### src/rtl/arbiter_rr_hold_pkg.sv
// rtl/arbiter_rr_hold_pkg.sv - shared state encoding and width helper for the hold arbiter
package arbiter_rr_hold_pkg;

   typedef enum logic {
      ST_IDLE = 1'b0,
      ST_BUSY = 1'b1
   } arb_state_e;

   function automatic int clog2(input int value);
      int res;
      int v;
      res = 0;
      v   = value - 1;
      while (v > 0) begin
         res = res + 1;
         v   = v >> 1;
      end
      return res;
   endfunction

endpackage

### src/rtl/arbiter_rr_hold_rr_pick.sv
// rtl/arbiter_rr_hold_rr_pick.sv - combinational round-robin pick, ptr has highest priority
module rr_pick #(
   parameter int N    = 8,
   parameter int ID_W = 3
) (
   input  logic [N-1:0]    req,
   input  logic [ID_W-1:0] ptr,
   output logic [N-1:0]    onehot,
   output logic [ID_W-1:0] id,
   output logic            any
);

   logic [2*N-1:0] dbl;
   logic [N-1:0]   rot;
   int             off;
   int             idx;

   always_comb begin
      dbl = {req, req};
      rot = '0;
      for (int i = 0; i < N; i++) begin
         rot[i] = dbl[i + int'(ptr)];
      end
      any = |rot;
      // Scan downward so the lowest set bit of the rotated vector wins.
      off = 0;
      for (int i = N - 1; i >= 0; i--) begin
         if (rot[i]) off = i;
      end
      idx = off + int'(ptr);
      if (idx >= N) idx = idx - N;
      id     = any ? ID_W'(idx) : '0;
      onehot = '0;
      for (int j = 0; j < N; j++) begin
         onehot[j] = any && (j == idx);
      end
   end

endmodule

### src/rtl/arbiter_rr_hold.sv
// rtl/arbiter_rr_hold.sv - round-robin arbiter holding a multi-beat resource until last/drop/watchdog
module arbiter_rr_hold
   import arbiter_rr_hold_pkg::*;
#(
   parameter int N        = 8,
   parameter int MAX_HOLD = 16,
   parameter int ID_W     = clog2(N),
   parameter int HOLD_W   = clog2(MAX_HOLD)
) (
   input  logic            clk,
   input  logic            rst_n,
   input  logic [N-1:0]    req,
   input  logic            last,
   output logic [N-1:0]    gnt,
   output logic            gnt_valid,
   output logic [ID_W-1:0] gnt_id,
   output logic            timeout
);

   localparam logic [HOLD_W-1:0] HOLD_LAST = HOLD_W'(MAX_HOLD - 1);
   localparam logic [ID_W-1:0]   ID_LAST   = ID_W'(N - 1);

   arb_state_e        state_q, state_d;
   logic [ID_W-1:0]   ptr_q, ptr_d;
   logic [HOLD_W-1:0] hold_q, hold_d;
   logic [N-1:0]      gnt_q, gnt_d;
   logic              gnt_valid_q, gnt_valid_d;
   logic [ID_W-1:0]   gnt_id_q, gnt_id_d;
   logic              timeout_q, timeout_d;

   logic              busy, rel_last, rel_drop, rel_to, rel_any;
   logic [ID_W-1:0]   ptr_next;
   logic [N-1:0]      req_next;
   logic [N-1:0]      pick_req;
   logic [ID_W-1:0]   pick_ptr;
   logic [N-1:0]      pick_onehot;
   logic [ID_W-1:0]   pick_id;
   logic              pick_any;

   always_comb begin
      busy     = (state_q == ST_BUSY);
      // A dropped request wins over a coincident last so the owner is removed from the handover pick.
      rel_drop = busy && !req[gnt_id_q];
      rel_last = busy && last && !rel_drop;
      rel_to   = busy && !last && !rel_drop && (hold_q == HOLD_LAST);
      rel_any  = rel_last || rel_drop || rel_to;
      ptr_next = (gnt_id_q == ID_LAST) ? '0 : gnt_id_q + ID_W'(1);
      req_next = req;
      if (rel_drop) req_next[gnt_id_q] = 1'b0;
      pick_req = busy ? req_next : req;
      pick_ptr = busy ? ptr_next : ptr_q;
   end

   rr_pick #(
      .N    (N),
      .ID_W (ID_W)
   ) u_pick (
      .req    (pick_req),
      .ptr    (pick_ptr),
      .onehot (pick_onehot),
      .id     (pick_id),
      .any    (pick_any)
   );

   always_comb begin
      state_d     = state_q;
      ptr_d       = ptr_q;
      hold_d      = hold_q;
      gnt_d       = gnt_q;
      gnt_valid_d = gnt_valid_q;
      gnt_id_d    = gnt_id_q;
      timeout_d   = 1'b0;
      if (!busy) begin
         if (pick_any) begin
            state_d     = ST_BUSY;
            gnt_d       = pick_onehot;
            gnt_valid_d = 1'b1;
            gnt_id_d    = pick_id;
            hold_d      = '0;
         end
      end else if (rel_any) begin
         ptr_d     = ptr_next;
         timeout_d = rel_to;
         hold_d    = '0;
         if (pick_any) begin
            gnt_d       = pick_onehot;
            gnt_valid_d = 1'b1;
            gnt_id_d    = pick_id;
         end else begin
            state_d     = ST_IDLE;
            gnt_d       = '0;
            gnt_valid_d = 1'b0;
            gnt_id_d    = '0;
         end
      end else begin
         hold_d = hold_q + HOLD_W'(1);
      end
   end

   always_ff @(posedge clk or negedge rst_n) begin
      if (!rst_n) begin
         state_q     <= ST_IDLE;
         ptr_q       <= '0;
         hold_q      <= '0;
         gnt_q       <= '0;
         gnt_valid_q <= 1'b0;
         gnt_id_q    <= '0;
         timeout_q   <= 1'b0;
      end else begin
         state_q     <= state_d;
         ptr_q       <= ptr_d;
         hold_q      <= hold_d;
         gnt_q       <= gnt_d;
         gnt_valid_q <= gnt_valid_d;
         gnt_id_q    <= gnt_id_d;
         timeout_q   <= timeout_d;
      end
   end

   assign gnt       = gnt_q;
   assign gnt_valid = gnt_valid_q;
   assign gnt_id    = gnt_id_q;
   assign timeout   = timeout_q;

endmodule

### config.mk
export PLATFORM = sky130hd
export DESIGN_NAME = arbiter_rr_hold
export DESIGN_NICKNAME = d
export VERILOG_FILES = /design/src/rtl/arbiter_rr_hold_pkg.sv /design/src/rtl/arbiter_rr_hold_rr_pick.sv /design/src/rtl/arbiter_rr_hold.sv
export SDC_FILE = /design/constraint.sdc
export NUM_CORES = 1
export LEC_CHECK = 0
export ABC_AREA = 1
export BUFFER_PORTS_ARGS = -buffer_cell sky130_fd_sc_hd__clkbuf_2
export CORE_MARGIN = 3
export CORE_UTILIZATION = 45
export DETAILED_ROUTE_END_ITERATION = 8
export GPL_ROUTABILITY_DRIVEN = 0
export PLACE_DENSITY_LB_ADDON = 0.2
export SYNTH_ARGS = -nofsm -noshare
export SYNTH_HDL_FRONTEND = slang
export SYNTH_SLANG_ARGS = --single-unit
export TNS_END_PERCENT = 1
### constraint.sdc
create_clock -name clk -period 4.7 [get_ports clk]
set_clock_uncertainty 0.1 [all_clocks]
set_input_delay 0.705 -clock clk [delete_from_list [all_inputs] [get_ports clk]]
set_output_delay 0.705 -clock clk [all_outputs]
set_load 0.005 [all_outputs]
==> impl_metrics.json, run 1 <==
{
  "status": "finished, final reports clean",
  "regArea_um2": 526,
  "crit_path_start_kind": "flip-flop",
  "rows": 22,
  "hold_path.class": "in -> async",
  "ys_seq_area_share_pct": 28.0,
  "finalCritPeriodShare_pct": 86.0,
  "post-route-min-period_ns": 4.04,
  "wl_um": 4040,
  "antenna_found_initial": 0,
  "die_area_um2": 4980,
  "top_layer_used": "met4",
  "worstMarginPinSlew_ns": 0.722,
  "post_cts_buffers": 0,
  "max-cap-violations": 0,
  "clock_sinks": 21,
  "grt-ovfl-total": 0,
  "maxSlewViolCount": 0,
  "vias_per_cell": 5.22,
  "worstPathArrival_ns": 4.15,
  "grt_max_degree": 22,
  "cpPeakStageDelay_ns": 0.52,
  "cts_buffers": 3,
  "slew_headroom_pct": 51.8,
  "synth.avg_cell_area_um2": 6.87,
  "synth-seq-cells": 21,
  "dr.pass1.iters": 4,
  "wl_met1_um": 2010,
  "setup_tns_ns": 0,
  "drtAntennaViolNets": 0,
  "setup.worst_path.class": "reg -> reg",
  "clock_path_buffers": 2,
  "cp.buffers_inverters": 4,
  "synth.distinct_cells": 30,
  "vias": 1775,
  "die_w_um": 70.6,
  "grt_pass1_wl_um": 7270,
  "grt_use_total_pct": 17.3,
  "die_h_um": 70.6,
  "synthToLayoutAreaGrowth_pct": 7.87,
  "clkSlewWorstSetupHoldPaths_ns": 0.08,
  "final_nets": 313,
  "dr_wl_met2_um": 1750,
  "core_um2": 3830,
  "initial_core_util_pct": 49.0,
  "required_ns": 4.80,
  "cts-htree-levels": 1,
  "slowest_stage": "dfrtp_1",
  "wl_met3_um": 255,
  "diodes": 0,
  "drc_errors": 0,
  "cts_tree": "built",
  "hold_viol": 0,
  "insertion_delay_ns": 0.26,
  "cts_resized": 0,
  "multiInputGateArea_um2": 1170,
  "post-route-util_pct": 52.9,
  "synth_warnings": 0,
  "setup_viol": 0,
  "rsz0062_at_grt": "no",
  "clock.fmax_mhz": 247,
  "path_max_fanout": 13,
  "drive_above_1_share_pct": 16.4,
  "dpl.hpwl_um": 3170,
  "cpLargestDelayFamily": "adder cells",
  "hold_ws_ns": 0.298,
  "drtIter0Drc": 130,
  "synth_nets": 293,
  "io_pins": 24,
  "root_buffer": "clkbuf_8",
  "fill_cells": 388,
  "syn_inst": 273,
  "worst_setup_path_end_kind": "flip-flop",
  "crit_top_cell": "nand2_1",
  "portBuffers": 23,
  "ctsHoldBuffers": 0,
  "wl_per_cell_um": 11.9,
  "netlist_area_um2": 1880,
  "grt_pass1_vias": 1646
}
## placed cells by master (no fill, tap or decap)
| master | n |
|---|---|
| clkbuf_2 | 23 |
| nor2_4 | 2 |
| and3_1 | 1 |
| clkbuf_1 | 1 |
| xor2_1 | 2 |
| nand2_1 | 89 |
| and2_1 | 1 |
| nor3_1 | 1 |
| or2_0 | 1 |
| fa_1 | 1 |
| nand3_2 | 2 |
| inv_1 | 25 |
| clkbuf_8 | 3 |
| nand3_1 | 60 |
| o21ai_0 | 8 |
| nor2_1 | 11 |
| dfrtp_1 | 21 |
| a21oi_1 | 4 |
| ha_1 | 8 |
| nor2_2 | 1 |
| o21ai_2 | 1 |
| clkinv_1 | 1 |
| nand2_8 | 1 |
| nand2_4 | 6 |
| o211ai_1 | 8 |
| xnor2_1 | 1 |
| o21ai_4 | 1 |
| inv_6 | 1 |
| nand2_2 | 7 |
## cell families (layout without fill, tap and decap cells)
kind of cell / after synthesis / after routing / synth area share, %
AND/OR/NAND/NOR: 183 / 183 / 46.9
AO/OA/AOI/OAI: 22 / 22 / 7.74
flip-flops: 21 / 21 / 28.0
XOR/XNOR: 3 / 3 / 1.40
buffers and inverters: 35 / 54 / 9.54
adder cells (fa/ha/maj): 9 / 9 / 6.40
## metal layers
layer | vias up | track usage, %
met2 | 46 | 27.1
li1 | 928 | -
met4 | 0 | 2.09
met5 | - | 0
met1 | 797 | 25.4
met3 | 4 | 3.69
## final timing paths
kind | cells after the start | startpoint | slack, ns | end
max in group asynchronous | 1 | rst_n | 3.86 | ptr_q[0]
setup / recovery | 25 | gnt_id[0] | 0.66 | gnt[3]
hold reg to reg | 2 | gnt[1] | 0.40 | gnt[1]
min in group clk | 2 | gnt[1] | 0.40 | gnt[1]
setup reg to reg | 25 | gnt_id[0] | 0.66 | gnt[3]
hold / removal | 1 | rst_n | 0.30 | gnt[4]
## through the flow
stage               cells  cell area, µm²  setup WS [ns]
finish                340            2020          0.656
global route          340            2020          0.111
CTS                   340            2020          0.636
detailed placement    336            1980          0.657
global placement      336            1980          0.748
floorplan             273            1880           1.23
## synth_stat cells
master    instances  area share [%]
nand2_1          89              18
nand3_1          60              16
inv_1            25             5.0
dfrtp_1          21              28
nor2_1           11             2.2
ha_1              8             5.3
o211ai_1          8             3.2
o21ai_0           8             2.1
nand2_2           7             2.3
nand2_4           6             3.6
buf_6             5             3.0
a21oi_1           4             1.1
nand3_2           2             1.1
nor2_4            2             1.2
xor2_1            2            0.93
and2_1            1            0.33
and3_1            1            0.33
buf_2             1            0.27
buf_4             1            0.40
clkbuf_1          1            0.20
clkinv_1          1            0.20
fa_1              1             1.1
inv_6             1            0.47
nand2_8           1             1.1
nor2_2            1            0.33
nor3_1            1            0.27
o21ai_2           1            0.47
o21ai_4           1            0.87
or2_0             1            0.33
xnor2_1           1            0.47
## final cells by class
cell class | count | share of cell area (%)
Clock buffer | 4 | 2.23
Inverter | 27 | 5.26
Tap cell | 48 | 2.97
Sequential cell | 21 | 26.0
Multi-Input combinational cell | 217 | 57.9
Timing Repair Buffer | 23 | 5.69
## registers in the layout, summed over array words and instances (netlist names)
signal and flops:
gnt 8, hold_q 4, gnt_id 3, ptr_q 3, busy 1, gnt_valid 1
timeout 1
Power of run 1 is left out: the tool's default activity adds up to more than one toggle a clock period on the data nets, which glitch-free logic cannot reach.
==> run 2: changes to the inputs <==
PLACE_DENSITY = 0.67   (was not set)
PLACE_DENSITY_LB_ADDON = not set   (was 0.2)
==> run 2 against run 1 <==
  * Utilization hardly changed
  * Worst hold slack better by 0.0064 ns
  * Sequential share of layout area hardly changed
  * First-iteration DRC count is 48% higher
  * Setup slack better by 0.014 ns
  * Register-to-register slack hardly changed
==> impl_metrics.json, run 2 (synthesized netlist as in run 1, its figures left out) <==
{
  "final_cell_mix": "89 x nand2_1, 60 x nand3_1, 25 x inv_1",
  "clock_path_buffers": 2,
  "required_ns": 4.80,
  "finalCritPeriodShare_pct": 85.7,
  "die_area_um2": 4980,
  "vias_per_cell": 5.16,
  "synthToLayoutAreaGrowth_pct": 7.94,
  "ctsHoldBuffers": 0,
  "rsz0062_at_grt": "no",
  "final_nets": 313,
  "clkSlewWorstSetupHoldPaths_ns": 0.07,
  "status": "finished, final reports clean",
  "rr_worst_depth": 25,
  "cts_buffers": 3,
  "insertion_delay_ns": 0.26,
  "initial_core_util_pct": 49.0,
  "hold_viol": 0,
  "met3_usage_pct": 3.55,
  "cts_resized": 0,
  "root_buffer": "clkbuf_8",
  "clock.fmax_mhz": 248,
  "post_cts_buffers": 0,
  "drc_errors": 0,
  "cts-htree-levels": 1,
  "core_um2": 3830,
  "cpLargestDelayFamily": "adder cells",
  "drtIter0Drc": 193,
  "use_met2_pct": 27.4,
  "die_w_um": 70.6,
  "die_h_um": 70.6,
  "slowest_stage": "dfrtp_1",
  "drtAntennaViolNets": 0,
  "grt-ovfl-total": 0,
  "hold_path.class": "in -> async",
  "r2r_start": "gnt_id[0]",
  "wl_per_cell_um": 12.1,
  "r2r_slack_ns": 0.67,
  "setup_viol": 0,
  "dr.pass1.iters": 4,
  "grt_most_used_layer": "met2",
  "path_max_fanout": 13,
  "antenna_found_initial": 0,
  "crit_top_cell": "nand2_1",
  "cpPeakStageDelay_ns": 0.52,
  "regToRegEndpoint": "gnt[3]",
  "setup.worst_path.class": "reg -> reg",
  "grt_pass1_vias": 1594,
  "crit_start": "gnt_id[0]",
  "portBuffers": 23,
  "setup_tns_ns": 0,
  "clock_sinks": 21,
  "largest_register_ffs": 8,
  "diodes": 0,
  "wl_um": 4130,
  "worstMarginPinSlew_ns": 0.701,
  "grt_pass1_wl_um": 7230,
  "rows": 22,
  "met1_usage_pct": 25.0,
  "drive_above_1_share_pct": 16.8,
  "worst_setup_path_end_kind": "flip-flop",
  "vias": 1756,
  "max-cap-violations": 0,
  "fill_cells": 385,
  "layout_commonest_cell": "nand2_1",
  "dpl.hpwl_um": 3260,
  "endpoint": "gnt[3]",
  "maxSlewViolCount": 0,
  "worstPathArrival_ns": 4.13,
  "grt_use_total_pct": 17.5,
  "io_pins": 24,
  "cts_tree": "built",
  "grt_max_degree": 22,
  "cp.buffers_inverters": 4,
  "crit_path_start_kind": "flip-flop",
  "cp.depth": 25,
  "slew_headroom_pct": 53.3,
  "post-route-min-period_ns": 4.03
}
-- run 2: worst reg2reg max path, delay by kind of cell, from the launching register on --
kind | cells | cell delay, ns
AO/OA/AOI/OAI | 2 | 0.22
XOR/XNOR | 1 | 0.31
adder cells (fa/ha/maj) | 5 | 1.39
buffers and inverters | 4 | 0.39
flip-flops | 1 | 0.52
AND/OR/NAND/NOR | 13 | 1.03
-- run 2: how the worst min path moves through the flow --
stage	startpoint	end
after floorplan	rst_n	busy
after global placement	gnt_valid	gnt_valid
after detailed placement	gnt[7]	gnt[7]
after CTS	rst_n	gnt[4]
after global routing	rst_n	gnt[3]
final	rst_n	gnt[2]
-- run 2: final cells by class --
class | instances | area (µm²) | share of cell area (%)
Sequential cell | 21 | 526 | 26.0
Tap cell | 48 | 60.1 | 2.97
Inverter | 27 | 106 | 5.25
Timing Repair Buffer | 23 | 115 | 5.69
Clock buffer | 3 | 41.3 | 2.04
Clock inverter | 1 | 5.00 | 0.247
Multi-Input combinational cell | 217 | 1170 | 57.8
-- run 2: per-layer routing --
layer  vias up  share of wire [%]
met1       767                 51
met2        55                 42
met3         7                6.6
met4         0               0.92
met5         -                  0
li1        927                  -
-- run 2: through the flow --
step	util, %	area [µm²]	cells	hold slack, ns	setup slack [ns]
3_3_place_gp	51.7	1980	336	0.363	0.741
3_5_place_dp	51.7	1980	336	0.390	0.686
2_1_floorplan	-	1880	273	0.309	1.23
4_1_cts	52.9	2020	340	0.315	0.661
6_report	52.9	2020	340	0.305	0.670
5_1_grt	52.9	2020	340	0.336	0.185
Power of run 2 is left out for the same reason.
==> run 3: changes to the inputs <==
ABC_AREA = 0   (was 1)
PLACE_DENSITY = 0.7   (was 0.67)
clock period = 3.6 ns   (was 4.7 ns; I/O delays follow)
==> run 3 against run 2 <==
  * The run now ends with negative setup slack left
  * Wire length fell by 7.7%
  * Clock-buffer cell count did not move
  * Worst hold slack got worse by 0.23 ns
  * Global-route usage increased by 0.54 points
  * Maximum frequency rose by 8.3%
  * Utilization rose by 11 points
  * Highest routed layer unchanged
==> impl_metrics.json, run 3 <==
{
  "status": "complete, but fails checks",
  "violations": "negative setup slack",
  "drc_errors": 0,
  "grt_pass1_wl_um": 6130,
  "dpl.hpwl_um": 2790,
  "cp.buffers_inverters": 2,
  "synth_edf_count": 0,
  "fill_cells": 260,
  "grt_use_total_pct": 18.0,
  "worstPathArrival_ns": 3.85,
  "post-route-util_pct": 63.5,
  "wl_um": 3810,
  "post-route-min-period_ns": 3.72,
  "crit_path_start_kind": "flip-flop",
  "grt_pass1_vias": 1328,
  "synth_nets": 146,
  "layout_commonest_cell": "buf_4",
  "worstMarginPinSlew_ns": 0.544,
  "yosys-top-cells-area": "dfrtp_1 33%, mux4_1 9.8%, mux4_2 8.4%, ha_1 6.2%, o2bb2ai_1 6.0%",
  "synth-seq-cells": 21,
  "insertion_delay_ns": 0.31,
  "diodes": 0,
  "hold_viol": 0,
  "root_buffer": "clkbuf_4",
  "cpLargestDelayFamily": "adder cells",
  "yosysMostFrequentCell": "dfrtp_1",
  "finalCritPeriodShare_pct": 103,
  "rows": 21,
  "setup.worst_path.class": "reg -> reg",
  "synthToLayoutAreaGrowth_pct": 34.2,
  "maxSlewViolCount": 0,
  "slew_headroom_pct": 63.3,
  "cts-htree-levels": 1,
  "drtIter0Drc": 101,
  "initial_core_util_pct": 47.3,
  "die_w_um": 65.7,
  "stdcell_count": 225,
  "ys_seq_area_share_pct": 32.8,
  "critical_path.cell_chain": "ha_4 -> nor2b_4 -> mux2i_4 -> inv_2 -> ha_4 -> xnor2_4 -> mux4_2 -> o21ai_2 -> a21boi_1 -> o21ai_1 -> ha_2 -> inv_2 -> fa_2 -> xor2_2 -> o211ai_1 -> o2bb2ai_1",
  "setup_tns_ns": -0.694,
  "synth_ff_type": "dfrtp_1",
  "max-cap-violations": 0,
  "clkSlewWorstSetupHoldPaths_ns": 0.13,
  "regArea_um2": 527,
  "cpPeakStageDelay_ns": 0.56,
  "portBuffers": 23,
  "placedCellCount": 216,
  "synth.distinct_cells": 41,
  "drive_above_1_share_pct": 58.1,
  "wl_per_cell_um": 16.9,
  "required_ns": 3.73,
  "slowest_stage": "mux4_2",
  "clock.fmax_mhz": 269,
  "rsz0062_at_grt": "yes",
  "worst_setup_path_end_kind": "flip-flop",
  "cts_buffers": 3,
  "final_cell_mix": "28 x buf_4, 23 x clkbuf_2, 20 x dfrtp_1",
  "path_max_fanout": 5,
  "clock_path_buffers": 2,
  "cts_tree": "built",
  "crit_start": "gnt_id[1]",
  "final_nets": 200,
  "post-place-ws_ns": -0.169,
  "clock_sinks": 21,
  "die_h_um": 65.7,
  "grt_max_degree": 22,
  "vias_per_cell": 5.68,
  "die_area_um2": 4320,
  "grt-ovfl-total": 0,
  "async_flop_share_pct": 100,
  "antenna_found_initial": 0,
  "r2r_start": "gnt_id[1]",
  "hold_path.class": "in -> async",
  "synth_top_cell_area_share_pct": 32.8,
  "largest_register_ffs": 8,
  "netlist_area_um2": 1600,
  "core_um2": 3390,
  "yosysTopAreaCell": "dfrtp_1",
  "io_pins": 24,
  "multiInputGateArea_um2": 1170,
  "synth_warnings": 0,
  "dr.pass1.iters": 4,
  "fin_ws_ns": -0.122,
  "ys_top_cells_by_count": "21 x dfrtp_1, 11 x o2bb2ai_1, 9 x nand2_1",
  "drtAntennaViolNets": 0,
  "synth.avg_cell_area_um2": 12.7,
  "syn_inst": 126,
  "vias": 1279,
  "setup_viol": 8,
  "ctsHoldBuffers": 0
}
run 3: cells by family after synthesis:
logic type,share of synthesized area (%)
simple gates,10.3
fa+ha+maj,7.49
buf+inv,3.67
xor+xnor,2.73
mux,29.0
compound gates,14.0
flops,32.8
run 3: stage by stage:
stage | cell area, µm² | hold WS (ns)
2_1_floorplan | 1660 | 0.144
3_3_place_gp | 1990 | 0.370
3_5_place_dp | 1990 | 0.373
4_1_cts | 2070 | 0.0933
5_1_grt | 2150 | 0.0895
6_report | 2150 | 0.0733
run 3: final timing paths:
| check | slack, ns | cells past startpoint | to |
|---|---|---|---|
| hold reg to reg | 0.41 | 1 | gnt[1] |
| setup reg to reg | -0.12 | 16 | gnt[3] |
| max in group asynchronous | 2.96 | 1 | gnt_id[0] |
| setup / recovery | -0.12 | 16 | gnt[3] |
| hold / removal | 0.07 | 1 | hold_q[1] |
| min in group clk | 0.31 | 2 | timeout |
run 3: area by class of cell:
cell class	count	area share, %
sequential	21	24.5
multi-input combinational	95	54.2
tap	46	2.67
clock inverter	1	0.233
timing repair buffer	52	16.0
inverter	7	1.34
clock buffer	3	1.05
run 3: per-layer routing:
| layer | up-vias | wire length [µm] | GRT usage (%) |
|---|---|---|---|
| met5 | - | 0 | 0 |
| met4 | 0 | 41 | 2.85 |
| met3 | 9 | 220 | 3.42 |
| met2 | 42 | 1870 | 30.2 |
| met1 | 631 | 1680 | 24.7 |
| li1 | 597 | - | - |
run 3: timing repair:
item / 4_1_cts / 5_1_grt
buffers inserted: 3 / 2
setup endpoints to repair: 8 / 10
gates resized for setup: 5 / 14
pin swaps: 10 / 8
Power of run 3 is left out for the same reason.
